### src/rtl/alu_pkg.sv
// Shared definitions for the sequential ALU: opcode map, FSM state
// encoding and the bit positions of the {Z,Neg,C,V} flag vector.
package alu_pkg;

  localparam logic [3:0] OP_PASSA = 4'd0;
  localparam logic [3:0] OP_PASSB = 4'd1;
  localparam logic [3:0] OP_ADD   = 4'd2;
  localparam logic [3:0] OP_SUB   = 4'd3;
  localparam logic [3:0] OP_AND   = 4'd4;
  localparam logic [3:0] OP_OR    = 4'd5;
  localparam logic [3:0] OP_XOR   = 4'd6;
  localparam logic [3:0] OP_NOTA  = 4'd7;
  localparam logic [3:0] OP_SHL   = 4'd8;
  localparam logic [3:0] OP_SHR   = 4'd9;
  localparam logic [3:0] OP_SRA   = 4'd10;
  localparam logic [3:0] OP_MUL   = 4'd11;

  typedef enum logic {
    ST_IDLE = 1'b0,
    ST_MUL  = 1'b1
  } alu_state_t;

  localparam int FLAG_Z   = 3;
  localparam int FLAG_NEG = 2;
  localparam int FLAG_C   = 1;
  localparam int FLAG_V   = 0;

  // Opcodes 12..15 are reserved and produce an error result.
  function automatic logic op_legal(input logic [3:0] op);
    return op <= OP_MUL;
  endfunction

endpackage

### src/rtl/seq_alu_if.sv
// Request/result bus of the sequential ALU.
// Handshake: a transfer happens on a rising edge where valid and ready
// are both high. The producer holds valid and its payload until that
// edge; ready may depend combinationally on the consumer's state but
// never on valid of the same channel.
interface seq_alu_if #(
  parameter int N = 16
);
  logic         in_valid;
  logic         in_ready;
  logic [N-1:0] a;
  logic [N-1:0] b;
  logic [3:0]   op;
  logic         out_valid;
  logic         out_ready;
  logic [N-1:0] out;
  logic [3:0]   flags;
  logic         err;

  modport master (
    output in_valid, a, b, op, out_ready,
    input  in_ready, out_valid, out, flags, err
  );

  modport slave (
    input  in_valid, a, b, op, out_ready,
    output in_ready, out_valid, out, flags, err
  );
endinterface

### src/rtl/seq_mul.sv
// Iterative shift-add multiplier. The first partial product is folded
// in on the start edge, so done rises on the edge that performs the
// Nth iteration and product is valid combinationally alongside it.
module seq_mul #(
  parameter int N = 16
) (
  input  logic           clk,
  input  logic           rst,
  input  logic           start,
  input  logic [N-1:0]   a,
  input  logic [N-1:0]   b,
  output logic           done,
  output logic [2*N-1:0] product
);
  localparam int CW = $clog2(N);

  logic           busy;
  logic [CW-1:0]  cnt;
  logic [2*N-1:0] acc;
  logic [2*N-1:0] mcand;
  logic [N-1:0]   mplier;

  assign product = acc + (mplier[0] ? mcand : '0);
  assign done    = busy && (cnt == CW'(N - 1));

  // Operand load on start, then one shift-add step per cycle while busy.
  always_ff @(posedge clk) begin
    if (rst) begin
      busy   <= 1'b0;
      cnt    <= '0;
      acc    <= '0;
      mcand  <= '0;
      mplier <= '0;
    end else if (start) begin
      busy   <= 1'b1;
      cnt    <= CW'(1);
      acc    <= b[0] ? {{N{1'b0}}, a} : '0;
      mcand  <= {{(N-1){1'b0}}, a, 1'b0};
      mplier <= {1'b0, b[N-1:1]};
    end else if (busy) begin
      acc    <= product;
      mcand  <= {mcand[2*N-2:0], 1'b0};
      mplier <= {1'b0, mplier[N-1:1]};
      cnt    <= cnt + CW'(1);
      if (done) busy <= 1'b0;
    end
  end
endmodule

### src/rtl/seq_alu.sv
// Sequential ALU: single-cycle logic/arith/shift ops, N-cycle multiply
// through seq_mul, and a one-deep output register with backpressure.
module seq_alu
  import alu_pkg::*;
#(
  parameter int N = 16
) (
  input  logic       clk,
  input  logic       rst,
  seq_alu_if.slave   bus,
  output alu_state_t dbg_state
);
  localparam int SW = $clog2(N);

  alu_state_t     state, state_nxt;
  logic           in_ready;
  logic           accept;
  logic           mul_start;
  logic           mul_done;
  logic [2*N-1:0] mul_product;
  logic [3:0]     mul_flags;

  logic           out_valid_q;
  logic [N-1:0]   out_q;
  logic [3:0]     flags_q;
  logic           err_q;

  logic [SW-1:0]  sh;
  logic [N:0]     wide;
  logic [N-1:0]   alu_res;
  logic           alu_c;
  logic           alu_v;
  logic           alu_err;
  logic [3:0]     alu_flags;

  // New work only in IDLE and only when the output slot is free or draining.
  assign in_ready      = !rst && (state == ST_IDLE) && (!out_valid_q || bus.out_ready);
  assign accept        = bus.in_valid && in_ready;
  assign bus.in_ready  = in_ready;
  assign bus.out_valid = out_valid_q;
  assign bus.out       = out_q;
  assign bus.flags     = flags_q;
  assign bus.err       = err_q;
  assign dbg_state     = state;

  seq_mul #(.N(N)) u_mul (
    .clk     (clk),
    .rst     (rst),
    .start   (mul_start),
    .a       (bus.a),
    .b       (bus.b),
    .done    (mul_done),
    .product (mul_product)
  );

  // Single-cycle datapath; shifts carry the last bit shifted out in an extra bit.
  always_comb begin
    sh      = bus.b[SW-1:0];
    wide    = '0;
    alu_res = '0;
    alu_c   = 1'b0;
    alu_v   = 1'b0;
    alu_err = !op_legal(bus.op);
    case (bus.op)
      OP_PASSA: alu_res = bus.a;
      OP_PASSB: alu_res = bus.b;
      OP_ADD: begin
        wide    = {1'b0, bus.a} + {1'b0, bus.b};
        alu_res = wide[N-1:0];
        alu_c   = wide[N];
        alu_v   = (bus.a[N-1] == bus.b[N-1]) && (alu_res[N-1] != bus.a[N-1]);
      end
      OP_SUB: begin
        alu_res = bus.a - bus.b;
        alu_c   = bus.a < bus.b;
        alu_v   = (bus.a[N-1] != bus.b[N-1]) && (alu_res[N-1] != bus.a[N-1]);
      end
      OP_AND:  alu_res = bus.a & bus.b;
      OP_OR:   alu_res = bus.a | bus.b;
      OP_XOR:  alu_res = bus.a ^ bus.b;
      OP_NOTA: alu_res = ~bus.a;
      OP_SHL: begin
        wide    = {1'b0, bus.a} << sh;
        alu_res = wide[N-1:0];
        alu_c   = wide[N];
      end
      OP_SHR: begin
        wide    = {bus.a, 1'b0} >> sh;
        alu_res = wide[N:1];
        alu_c   = wide[0];
      end
      OP_SRA: begin
        wide    = $signed({bus.a, 1'b0}) >>> sh;
        alu_res = wide[N:1];
        alu_c   = wide[0];
      end
      default: alu_res = '0;
    endcase
    alu_flags = '0;
    if (!alu_err) begin
      alu_flags[FLAG_Z]   = (alu_res == '0);
      alu_flags[FLAG_NEG] = alu_res[N-1];
      alu_flags[FLAG_C]   = alu_c;
      alu_flags[FLAG_V]   = alu_v;
    end
  end

  // Multiply flags: V marks a product that does not fit in N bits.
  always_comb begin
    mul_flags           = '0;
    mul_flags[FLAG_Z]   = (mul_product[N-1:0] == '0);
    mul_flags[FLAG_NEG] = mul_product[N-1];
    mul_flags[FLAG_V]   = |mul_product[2*N-1:N];
  end

  // FSM state register.
  always_ff @(posedge clk) begin
    if (rst) state <= ST_IDLE;
    else     state <= state_nxt;
  end

  // FSM next state and multiplier start.
  always_comb begin
    state_nxt = state;
    mul_start = 1'b0;
    case (state)
      ST_IDLE: begin
        if (accept && bus.op == OP_MUL) begin
          state_nxt = ST_MUL;
          mul_start = 1'b1;
        end
      end
      ST_MUL:  if (mul_done) state_nxt = ST_IDLE;
      default: state_nxt = ST_IDLE;
    endcase
  end

  // Output register: load single-cycle or multiply results, hold under backpressure.
  always_ff @(posedge clk) begin
    if (rst) begin
      out_valid_q <= 1'b0;
      out_q       <= '0;
      flags_q     <= '0;
      err_q       <= 1'b0;
    end else if (accept && bus.op != OP_MUL) begin
      out_valid_q <= 1'b1;
      out_q       <= alu_res;
      flags_q     <= alu_flags;
      err_q       <= alu_err;
    end else if (state == ST_MUL && mul_done) begin
      out_valid_q <= 1'b1;
      out_q       <= mul_product[N-1:0];
      flags_q     <= mul_flags;
      err_q       <= 1'b0;
    end else if (bus.out_ready) begin
      out_valid_q <= 1'b0;
    end
  end
endmodule

### src/flat_wrapper.sv
// flat-port wrapper written by rule: the top's interface ports become plain ports
module seq_alu_flat import alu_pkg::*;
#(
  parameter int N = 16
)
  (clk, rst, dbg_state, bus_in_valid, bus_a, bus_b, bus_op, bus_out_ready, bus_in_ready, bus_out_valid, bus_out, bus_flags, bus_err);
  seq_alu_if #(.N(N)) bus_i ();
  input  logic clk;
  input  logic rst;
  output alu_state_t dbg_state;
  input wire logic [$bits(bus_i.in_valid)-1:0] bus_in_valid;
  input wire logic [$bits(bus_i.a)-1:0] bus_a;
  input wire logic [$bits(bus_i.b)-1:0] bus_b;
  input wire logic [$bits(bus_i.op)-1:0] bus_op;
  input wire logic [$bits(bus_i.out_ready)-1:0] bus_out_ready;
  output wire logic [$bits(bus_i.in_ready)-1:0] bus_in_ready;
  output wire logic [$bits(bus_i.out_valid)-1:0] bus_out_valid;
  output wire logic [$bits(bus_i.out)-1:0] bus_out;
  output wire logic [$bits(bus_i.flags)-1:0] bus_flags;
  output wire logic [$bits(bus_i.err)-1:0] bus_err;
  assign bus_i.in_valid = bus_in_valid;
  assign bus_i.a = bus_a;
  assign bus_i.b = bus_b;
  assign bus_i.op = bus_op;
  assign bus_i.out_ready = bus_out_ready;
  assign bus_in_ready = bus_i.in_ready;
  assign bus_out_valid = bus_i.out_valid;
  assign bus_out = bus_i.out;
  assign bus_flags = bus_i.flags;
  assign bus_err = bus_i.err;
  seq_alu #(.N(N)) u_core (.clk(clk), .rst(rst), .bus(bus_i), .dbg_state(dbg_state));
endmodule
### config.mk
export PLATFORM = sky130hd
export DESIGN_NAME = seq_alu_flat
export DESIGN_NICKNAME = d
export VERILOG_FILES = /design/src/rtl/alu_pkg.sv /design/src/rtl/seq_alu_if.sv /design/src/rtl/seq_mul.sv /design/src/rtl/seq_alu.sv /design/src/flat_wrapper.sv
export SDC_FILE = /design/constraint.sdc
export NUM_CORES = 1
export LEC_CHECK = 0
export BUFFER_PORTS_ARGS = -buffer_cell sky130_fd_sc_hd__buf_2
export CAP_MARGIN = 30
export CORE_AREA = 5 5 187 189
export CTS_CLUSTER_SIZE = 8
export DETAILED_ROUTE_END_ITERATION = 10
export DIE_AREA = 0 0 192 194
export PLACE_DENSITY_LB_ADDON = 0.3
export SETUP_SLACK_MARGIN = 0.05
export SYNTH_ARGS = -nofsm -noshare
export SYNTH_HDL_FRONTEND = slang
export SYNTH_SLANG_ARGS = --single-unit
### constraint.sdc
create_clock -name clk -period 3.95 [get_ports clk]
set_input_delay 0.79 -clock clk [delete_from_list [all_inputs] [get_ports clk]]
set_output_delay 0.79 -clock clk [all_outputs]
set_load 0.02 [all_outputs]
==> impl_metrics.py, run 1 <==
metrics = {
    "power": {
        "ir_worst_vdd_mv": 0.219,
        "clock_power_share_pct": 32.8,
        "cellLeakagePower_nw": 5.27,
        "power.density_cell_area_nw_per_um2": 237,
        "seq_power_share_pct": 35.6,
        "p_sw_share_pct": 35.0,
        "p_int_mw": 2.01,
        "power.switching_mw": 1.08,
        "comb_power_share_pct": 31.6,
    },
    "critical_path": {
        "worstPathArrival_ps": 4030,
        "crit_path_start_kind": "input port",
        "critical_path.endpoint_type": "flip-flop",
        "cp.required_ps": 4250,
        "setup.worst_path.class": "input port to flip-flop",
        "worstPathMaxFanout": 5,
    },
    "final_layout": {
        "layout-drive-gt1-share_pct": 16.7,
        "synthToLayoutAreaGrowth_pct": 14.6,
        "antenna_cells_inserted": 0,
        "final_net_count": 1684,
        "layout.cells.most_common": "sky130_fd_sc_hd__nor2_1",
        "layout.cells.most_common_list": "sky130_fd_sc_hd__nor2_1 (190), sky130_fd_sc_hd__buf_4 (111), sky130_fd_sc_hd__dfxtp_1 (104)",
    },
    "sta": {
        "fin_worst_hold_slack_ps": 489,
        "worst-slew-pin-transition_ps": 828,
        "timing.final.max_slew_violations": 0,
        "timing.max_slew.rel_slack_pct": 44.8,
        "fin_setup_tns_ps": 0,
        "unrepaired_setup_endpoints_after_global_routing": "yes",
        "finalCritPeriodShare_pct": 94.3,
        "achievable-frequency_mhz": 268,
        "worst_clock_skew_ps": 18.3,
        "finalCriticalPeriod_ps": 3730,
        "hold_violations": 0,
        "finalSetupViolCount": 0,
    },
    "synthesis": {
        "postSynthAreaPerCell_um2": 7.69,
        "postSynth.topFlopCell": "sky130_fd_sc_hd__dfxtp_1",
        "synth_seq_cells": 106,
        "synthesis.area_um2": 11400,
        "syn-num-nets": 1610,
        "seq_total_area_yosys_pct": 18.6,
        "yosys_warnings": 0,
        "synth-edff-count": 0,
        "synthDistinctLibCells": 100,
        "synth_async_sr_flop_share_pct": 0,
        "post_synthesis_cells": 1482,
    },
    "global_routing": {
        "grt_pass1_vias": 11333,
        "grt_first_pass_wirelength_um": 67500,
        "track_usage_pct": 22.9,
        "antenna_found_initial": 1,
        "largest_net_degree_at_the_start_of_global_routing": 75,
        "gr-total-overflow": 0,
    },
    "clock_tree": {
        "clkTransAtPathRegs_ps": 80,
        "root_driver": "sky130_fd_sc_hd__clkbuf_16",
        "clock_latency_on_the_worst_skew_pair_ps": 360,
        "clock_sink_total": 106,
        "numCtsBuffers": 9,
        "htree_levels": 3,
        "ctsLongestPathBuffers": 2,
        "cts_tree": "built",
        "cts.hold.buffers_added": 0,
    },
    "drt": {
        "route.antenna.remaining_nets": 0,
        "drt_first_iter_violations": 1594,
        "routed_wirelength_um": 44200,
        "vias": 12060,
        "drt_pass1_iterations": 6,
        "viasPerCell": 6.00,
        "top_signal_layer_used": "met4",
        "wire_per_inst_um": 22.0,
        "routed_wl_met2_um": 18900,
        "routedLengthMet1_um": 20500,
        "remaining_drc_errors": 0,
        "route.met3.wl_um": 3920,
    },
    "worst_hold_path": {
        "hold_path.class": "flip-flop to flip-flop",
    },
    "placed_design": {
        "portBuffers": 63,
        "gp_routability_congestion": 1.02,
        "hpwl_um": 34000,
    },
    "floorplanning": {
        "initial_core_util_pct": 34.4,
        "num_io_pins": 64,
        "design.core.area_um2": 33100,
        "rows": 67,
        "die_w_um": 192,
        "floorplan.die.height_um": 194,
        "design.die.area_um2": 37200,
    },
    "job": {
        "drv.max_cap_violation_count": 0,
    },
    "status": {
        "run_status": "finished clean",
    },
}
==> layout make-up <==
type | count | area, µm²
Sequential cell | 106 | 2130
Inverter | 70 | 263
Fill cell | 3420 | 20100
Multi-Input combinational cell | 1191 | 8540
Timing Repair Buffer | 178 | 1230
Tap cell | 448 | 561
Clock inverter | 6 | 86.3
Clock buffer | 10 | 250
==> per-layer routing <==
layer,vias up,global-route usage (%)
met5,-,0
met4,0,5.20
met3,60,4.18
met2,549,33.8
met1,5808,34.4
li1,5643,-
==> power by group through the flow <==
stage / combinational [mW] / sequential [mW] / clock, mW
after CTS: 0.951 / 1.10 / 1.05
after detailed placement: 0.947 / 1.13 / 0
after global placement: 0.946 / 1.13 / 0
final: 0.978 / 1.10 / 1.02
after floorplan: 0.565 / 1.14 / 0
after global routing: 1.03 / 1.10 / 1.09
==> cells in the mapped netlist, types with 6 or more instances <==
| cell type | instances | area share [%] |
|---|---|---|
| sky130_fd_sc_hd__nor2_1 | 190 | 6.3 |
| sky130_fd_sc_hd__dfxtp_1 | 106 | 19 |
| sky130_fd_sc_hd__nand2_1 | 99 | 3.3 |
| sky130_fd_sc_hd__a21oi_1 | 97 | 4.3 |
| sky130_fd_sc_hd__mux2i_1 | 88 | 7.7 |
| sky130_fd_sc_hd__ha_1 | 85 | 9.3 |
| sky130_fd_sc_hd__clkbuf_1 | 76 | 2.5 |
| sky130_fd_sc_hd__inv_1 | 67 | 2.2 |
| sky130_fd_sc_hd__o21ai_0 | 62 | 2.7 |
| sky130_fd_sc_hd__a211oi_1 | 61 | 4.0 |
| sky130_fd_sc_hd__nor3_1 | 43 | 1.9 |
| sky130_fd_sc_hd__and2_1 | 39 | 2.1 |
| sky130_fd_sc_hd__nand3_1 | 33 | 1.4 |
| sky130_fd_sc_hd__mux4_2 | 29 | 5.7 |
| sky130_fd_sc_hd__buf_2 | 23 | 1.0 |
| sky130_fd_sc_hd__o211ai_1 | 21 | 1.4 |
| sky130_fd_sc_hd__a21o_1 | 19 | 1.3 |
| sky130_fd_sc_hd__a31oi_1 | 17 | 0.93 |
| sky130_fd_sc_hd__nor2b_1 | 15 | 0.82 |
| sky130_fd_sc_hd__o22ai_1 | 15 | 0.82 |
| sky130_fd_sc_hd__xnor2_1 | 15 | 1.2 |
| sky130_fd_sc_hd__a22oi_1 | 12 | 0.79 |
| sky130_fd_sc_hd__and3_1 | 12 | 0.66 |
| sky130_fd_sc_hd__nand4_1 | 12 | 0.66 |
| sky130_fd_sc_hd__xor2_1 | 12 | 0.92 |
| sky130_fd_sc_hd__buf_1 | 11 | 0.36 |
| sky130_fd_sc_hd__nand2b_1 | 11 | 0.60 |
| sky130_fd_sc_hd__or3_1 | 11 | 0.60 |
| sky130_fd_sc_hd__o21a_1 | 10 | 0.66 |
| sky130_fd_sc_hd__nor4_1 | 9 | 0.49 |
| sky130_fd_sc_hd__o21ai_1 | 9 | 0.40 |
| sky130_fd_sc_hd__o21bai_1 | 9 | 0.59 |
| sky130_fd_sc_hd__o2111ai_1 | 8 | 0.62 |
| sky130_fd_sc_hd__o221ai_1 | 8 | 0.62 |
| sky130_fd_sc_hd__mux2_2 | 7 | 0.69 |
| sky130_fd_sc_hd__a2111oi_0 | 6 | 0.46 |
| sky130_fd_sc_hd__a211o_1 | 6 | 0.46 |
| sky130_fd_sc_hd__a311oi_1 | 6 | 0.46 |
| sky130_fd_sc_hd__o31ai_1 | 6 | 0.40 |
==> registers in the layout (all words and copies together) (netlist names) <==
name	flops
u_core.bus.out	16
u_core.u_mul.acc	32
u_core.bus.err	1
u_core.bus.flags	4
u_core.u_mul.busy	1
u_core.u_mul.mcand	31
u_core.dbg_state	1
u_core.u_mul.cnt	4
u_core.u_mul.mplier	15
u_core.bus.out_valid	1
==> path summary, 6_finish.rpt <==
kind / startpoint / to / slack (ps) / cells after the start
max: bus_b[1] / u_core.bus.flags[3]$_SDFFE_PP0P_ / 220 / 13
min reg2reg: u_core.bus.out[3]$_SDFFE_PP0P_ / u_core.bus.out[3]$_SDFFE_PP0P_ / 490 / 2
max reg2reg: u_core.u_mul.mplier[0]$_SDFFE_PP0N_ / u_core.bus.flags[0]$_SDFFE_PP0P_ / 240 / 12
min: u_core.bus.out[3]$_SDFFE_PP0P_ / u_core.bus.out[3]$_SDFFE_PP0P_ / 490 / 2
==> worst max-delay path, cell delays in order <==
cell	delay, ps
sky130_fd_sc_hd__buf_2	110
sky130_fd_sc_hd__inv_1	170
sky130_fd_sc_hd__ha_1	290
sky130_fd_sc_hd__or2_0	270
sky130_fd_sc_hd__a221oi_2	340
sky130_fd_sc_hd__o211a_1	340
sky130_fd_sc_hd__o41ai_2	110
sky130_fd_sc_hd__or2_0	210
sky130_fd_sc_hd__a2111oi_1	560
sky130_fd_sc_hd__buf_4	220
sky130_fd_sc_hd__o221ai_1	160
sky130_fd_sc_hd__a2111o_1	340
sky130_fd_sc_hd__o21ai_2	110
==> what timing repair did <==
action / 4_1_cts / 5_1_grt
endpoints found under the setup margin: 0 / 3
gates resized for setup: 0 / 2
setup buffers: 0 / 0
==> per-stage QoR <==
stage	power, mW	util, %	cells	instance area, µm²	setup slack, ps
after floorplan	1.71	-	1482	11400	64.5
after global placement	2.07	38.4	1993	12700	-190
after detailed placement	2.07	38.4	1993	12700	-168
after CTS	3.10	39.4	2009	13100	63.8
after global routing	3.23	39.4	2009	13100	21.3
final	3.10	39.4	2009	13100	224
==> cell families (layout without fill, tap and decap cells) <==
group	Yosys count	after routing	synth area share [%]
xor+xnor	27	27	2.08
flops	106	106	18.6
compound gates	444	444	27.3
buf+inv	185	264	6.58
fa+ha+maj	88	88	9.86
simple gates	508	508	21.4
mux	124	124	14.2
No activity file was read; power rests on OpenSTA's default activity.
==> run 2, diff against run 1 <==
--- a/config.mk
+++ b/config.mk
@@ -12,7 +12,9 @@
 export DETAILED_ROUTE_END_ITERATION = 10
 export DIE_AREA = 0 0 192 194
 export PLACE_DENSITY_LB_ADDON = 0.3
+export REMOVE_ABC_BUFFERS = 1
 export SETUP_SLACK_MARGIN = 0.05
+export SLEW_MARGIN = 0
 export SYNTH_ARGS = -nofsm -noshare
 export SYNTH_HDL_FRONTEND = slang
 export SYNTH_SLANG_ARGS = --single-unit
==> impl_metrics.py, run 2 (synthesis results as in run 1) <==
metrics = {
    "sta": {
        "worst-slew-pin-transition_ps": 870,
        "fin_worst_hold_slack_ps": 483,
        "worst_clock_skew_ps": 11.2,
        "worst_slack_ps": 241,
        "timing.max_slew.rel_slack_pct": 42.0,
        "achievable-frequency_mhz": 270,
        "finalSetupViolCount": 0,
        "hold_violations": 0,
        "finalCritPeriodShare_pct": 93.9,
        "fin_setup_tns_ps": 0,
        "timing.final.max_slew_violations": 0,
        "finalCriticalPeriod_ps": 3710,
        "unrepaired_setup_endpoints_after_global_routing": "no",
    },
    "clock_tree": {
        "root_driver": "sky130_fd_sc_hd__clkbuf_16",
        "numCtsBuffers": 9,
        "cts.hold.buffers_added": 0,
        "post_cts_setup_repair_bufs": 0,
        "clock_latency_on_the_worst_skew_pair_ps": 360,
        "ctsLongestPathBuffers": 2,
        "cts_tree": "built",
        "clock_sink_total": 106,
        "htree_levels": 3,
        "clkTransAtPathRegs_ps": 80,
    },
    "global_routing": {
        "largest_net_degree_at_the_start_of_global_routing": 75,
        "gr-total-overflow": 0,
        "grt_first_pass_wirelength_um": 67800,
        "antenna_found_initial": 1,
        "track_usage_pct": 23.0,
        "grt_pass1_vias": 11156,
    },
    "final_layout": {
        "num-fill-cells": 3406,
        "synthToLayoutAreaGrowth_pct": 14.3,
        "number_of_flip_flops_in_the_largest_register": 32,
        "layout.cells.most_common": "sky130_fd_sc_hd__nor2_1",
        "postLayoutCellArea_um2": 13000,
        "antenna_cells_inserted": 0,
        "final_net_count": 1677,
        "layout.cells.most_common_list": "sky130_fd_sc_hd__nor2_1 (190), sky130_fd_sc_hd__buf_4 (104), sky130_fd_sc_hd__dfxtp_1 (104)",
        "layout-drive-gt1-share_pct": 16.5,
        "top_register": "u_core.u_mul.acc",
    },
    "drt": {
        "drt_first_iter_violations": 1029,
        "drt_pass1_iterations": 6,
        "route.antenna.remaining_nets": 0,
        "vias": 12033,
        "wire_per_inst_um": 22.1,
        "remaining_drc_errors": 0,
        "routed_wirelength_um": 44200,
        "viasPerCell": 6.01,
    },
    "floorplanning": {
        "rows": 67,
        "design.core.area_um2": 33100,
        "die_w_um": 192,
        "initial_core_util_pct": 34.4,
        "design.die.area_um2": 37200,
        "floorplan.die.height_um": 194,
        "num_io_pins": 64,
    },
    "placed_design": {
        "place_ws_ps": -151,
        "portBuffers": 63,
        "gp_routability_congestion": 1.00,
        "place_area_um2": 12700,
        "hpwl_um": 34400,
    },
    "worst_hold_path": {
        "depth_of_the_worst_hold_timing_path": 2,
        "hold_path.class": "flip-flop to flip-flop",
    },
    "power": {
        "comb_power_share_pct": 30.8,
        "p_sw_share_pct": 34.6,
        "ir_worst_vdd_mv": 0.233,
        "cellLeakagePower_nw": 5.23,
        "power.switching_mw": 1.07,
        "power.density_cell_area_nw_per_um2": 238,
        "p_int_mw": 2.02,
        "clock_power_share_pct": 33.4,
        "seq_power_share_pct": 35.8,
    },
    "critical_path": {
        "crit_path_start_kind": "flip-flop",
        "setup.worst_path.class": "flip-flop to flip-flop",
        "cp.required_ps": 4190,
        "critical_path.endpoint_type": "flip-flop",
        "worstPathArrival_ps": 3950,
        "worstPathMaxFanout": 17,
        "reg2reg_depth": 13,
    },
    "status": {
        "run_status": "finished clean",
    },
    "job": {
        "drv.max_cap_violation_count": 0,
    },
}
## run 2: worst max-delay path: stages (launching register included)
cell and delay (ps):
sky130_fd_sc_hd__dfxtp_4 410, sky130_fd_sc_hd__and2_1 160, sky130_fd_sc_hd__ha_1 250, sky130_fd_sc_hd__fa_1 480, sky130_fd_sc_hd__a211oi_1 280, sky130_fd_sc_hd__nor2_1 140
sky130_fd_sc_hd__o221ai_1 370, sky130_fd_sc_hd__and4_1 340, sky130_fd_sc_hd__o2111ai_1 170, sky130_fd_sc_hd__and3_1 190, sky130_fd_sc_hd__nor4_1 240, sky130_fd_sc_hd__nor4bb_2 350
sky130_fd_sc_hd__buf_4 180, sky130_fd_sc_hd__nor3_1 30
## run 2: area by class of cell
cell class / count / area [µm²] / share of cell area, %
well taps: 448 / 561 / 4.31
inverters: 70 / 263 / 2.02
repair buffers: 171 / 1180 / 9.04
multi-input cells: 1191 / 8550 / 65.7
flip-flops and latches: 106 / 2130 / 16.4
clock buffers: 9 / 225 / 1.73
clock inverters: 7 / 109 / 0.836
## run 2: path summary, 6_finish.rpt
check / startpoint / endpoint / slack, ps
max: u_core.u_mul.mplier[0]$_SDFFE_PP0N_ / u_core.bus.flags[0]$_SDFFE_PP0P_ / 240
min: u_core.bus.out[11]$_SDFFE_PP0P_ / u_core.bus.out[11]$_SDFFE_PP0P_ / 480
max reg2reg: u_core.u_mul.mplier[0]$_SDFFE_PP0N_ / u_core.bus.flags[0]$_SDFFE_PP0P_ / 240
min reg2reg: u_core.bus.out[11]$_SDFFE_PP0P_ / u_core.bus.out[11]$_SDFFE_PP0P_ / 480
## run 2: power by group through the flow
stage / sequential, mW / clock [mW] / combinational [mW]
after CTS: 1.11 / 1.06 / 0.934
after global placement: 1.13 / 0 / 0.931
after global routing: 1.11 / 1.10 / 1.02
after detailed placement: 1.13 / 0 / 0.928
after floorplan: 1.15 / 0 / 0.484
final: 1.11 / 1.03 / 0.954
## run 2: timing repair
item,CTS,global route
gates resized for setup,2,3
cloned,0,0
endpoints found under the setup margin,1,1
pin swaps,0,1
## run 2: metrics by stage
step / cells / power [mW] / util (%)
final: 2002 / 3.09 / 39.3
after global routing: 2002 / 3.23 / 39.3
after CTS: 2002 / 3.10 / 39.2
after detailed placement: 1986 / 2.06 / 38.2
after global placement: 1986 / 2.06 / 38.2
after floorplan: 1367 / 1.63 / -
## run 2: routing by layer
metal  part of all wire [%]  global-route usage (%)  up-vias
met5                      0                       0        -
met4                    2.7                    5.84        0
met3                    7.4                    3.01       75
met2                     44                    35.4      517
met1                     46                    34.0     5805
li1                       -                       -     5636
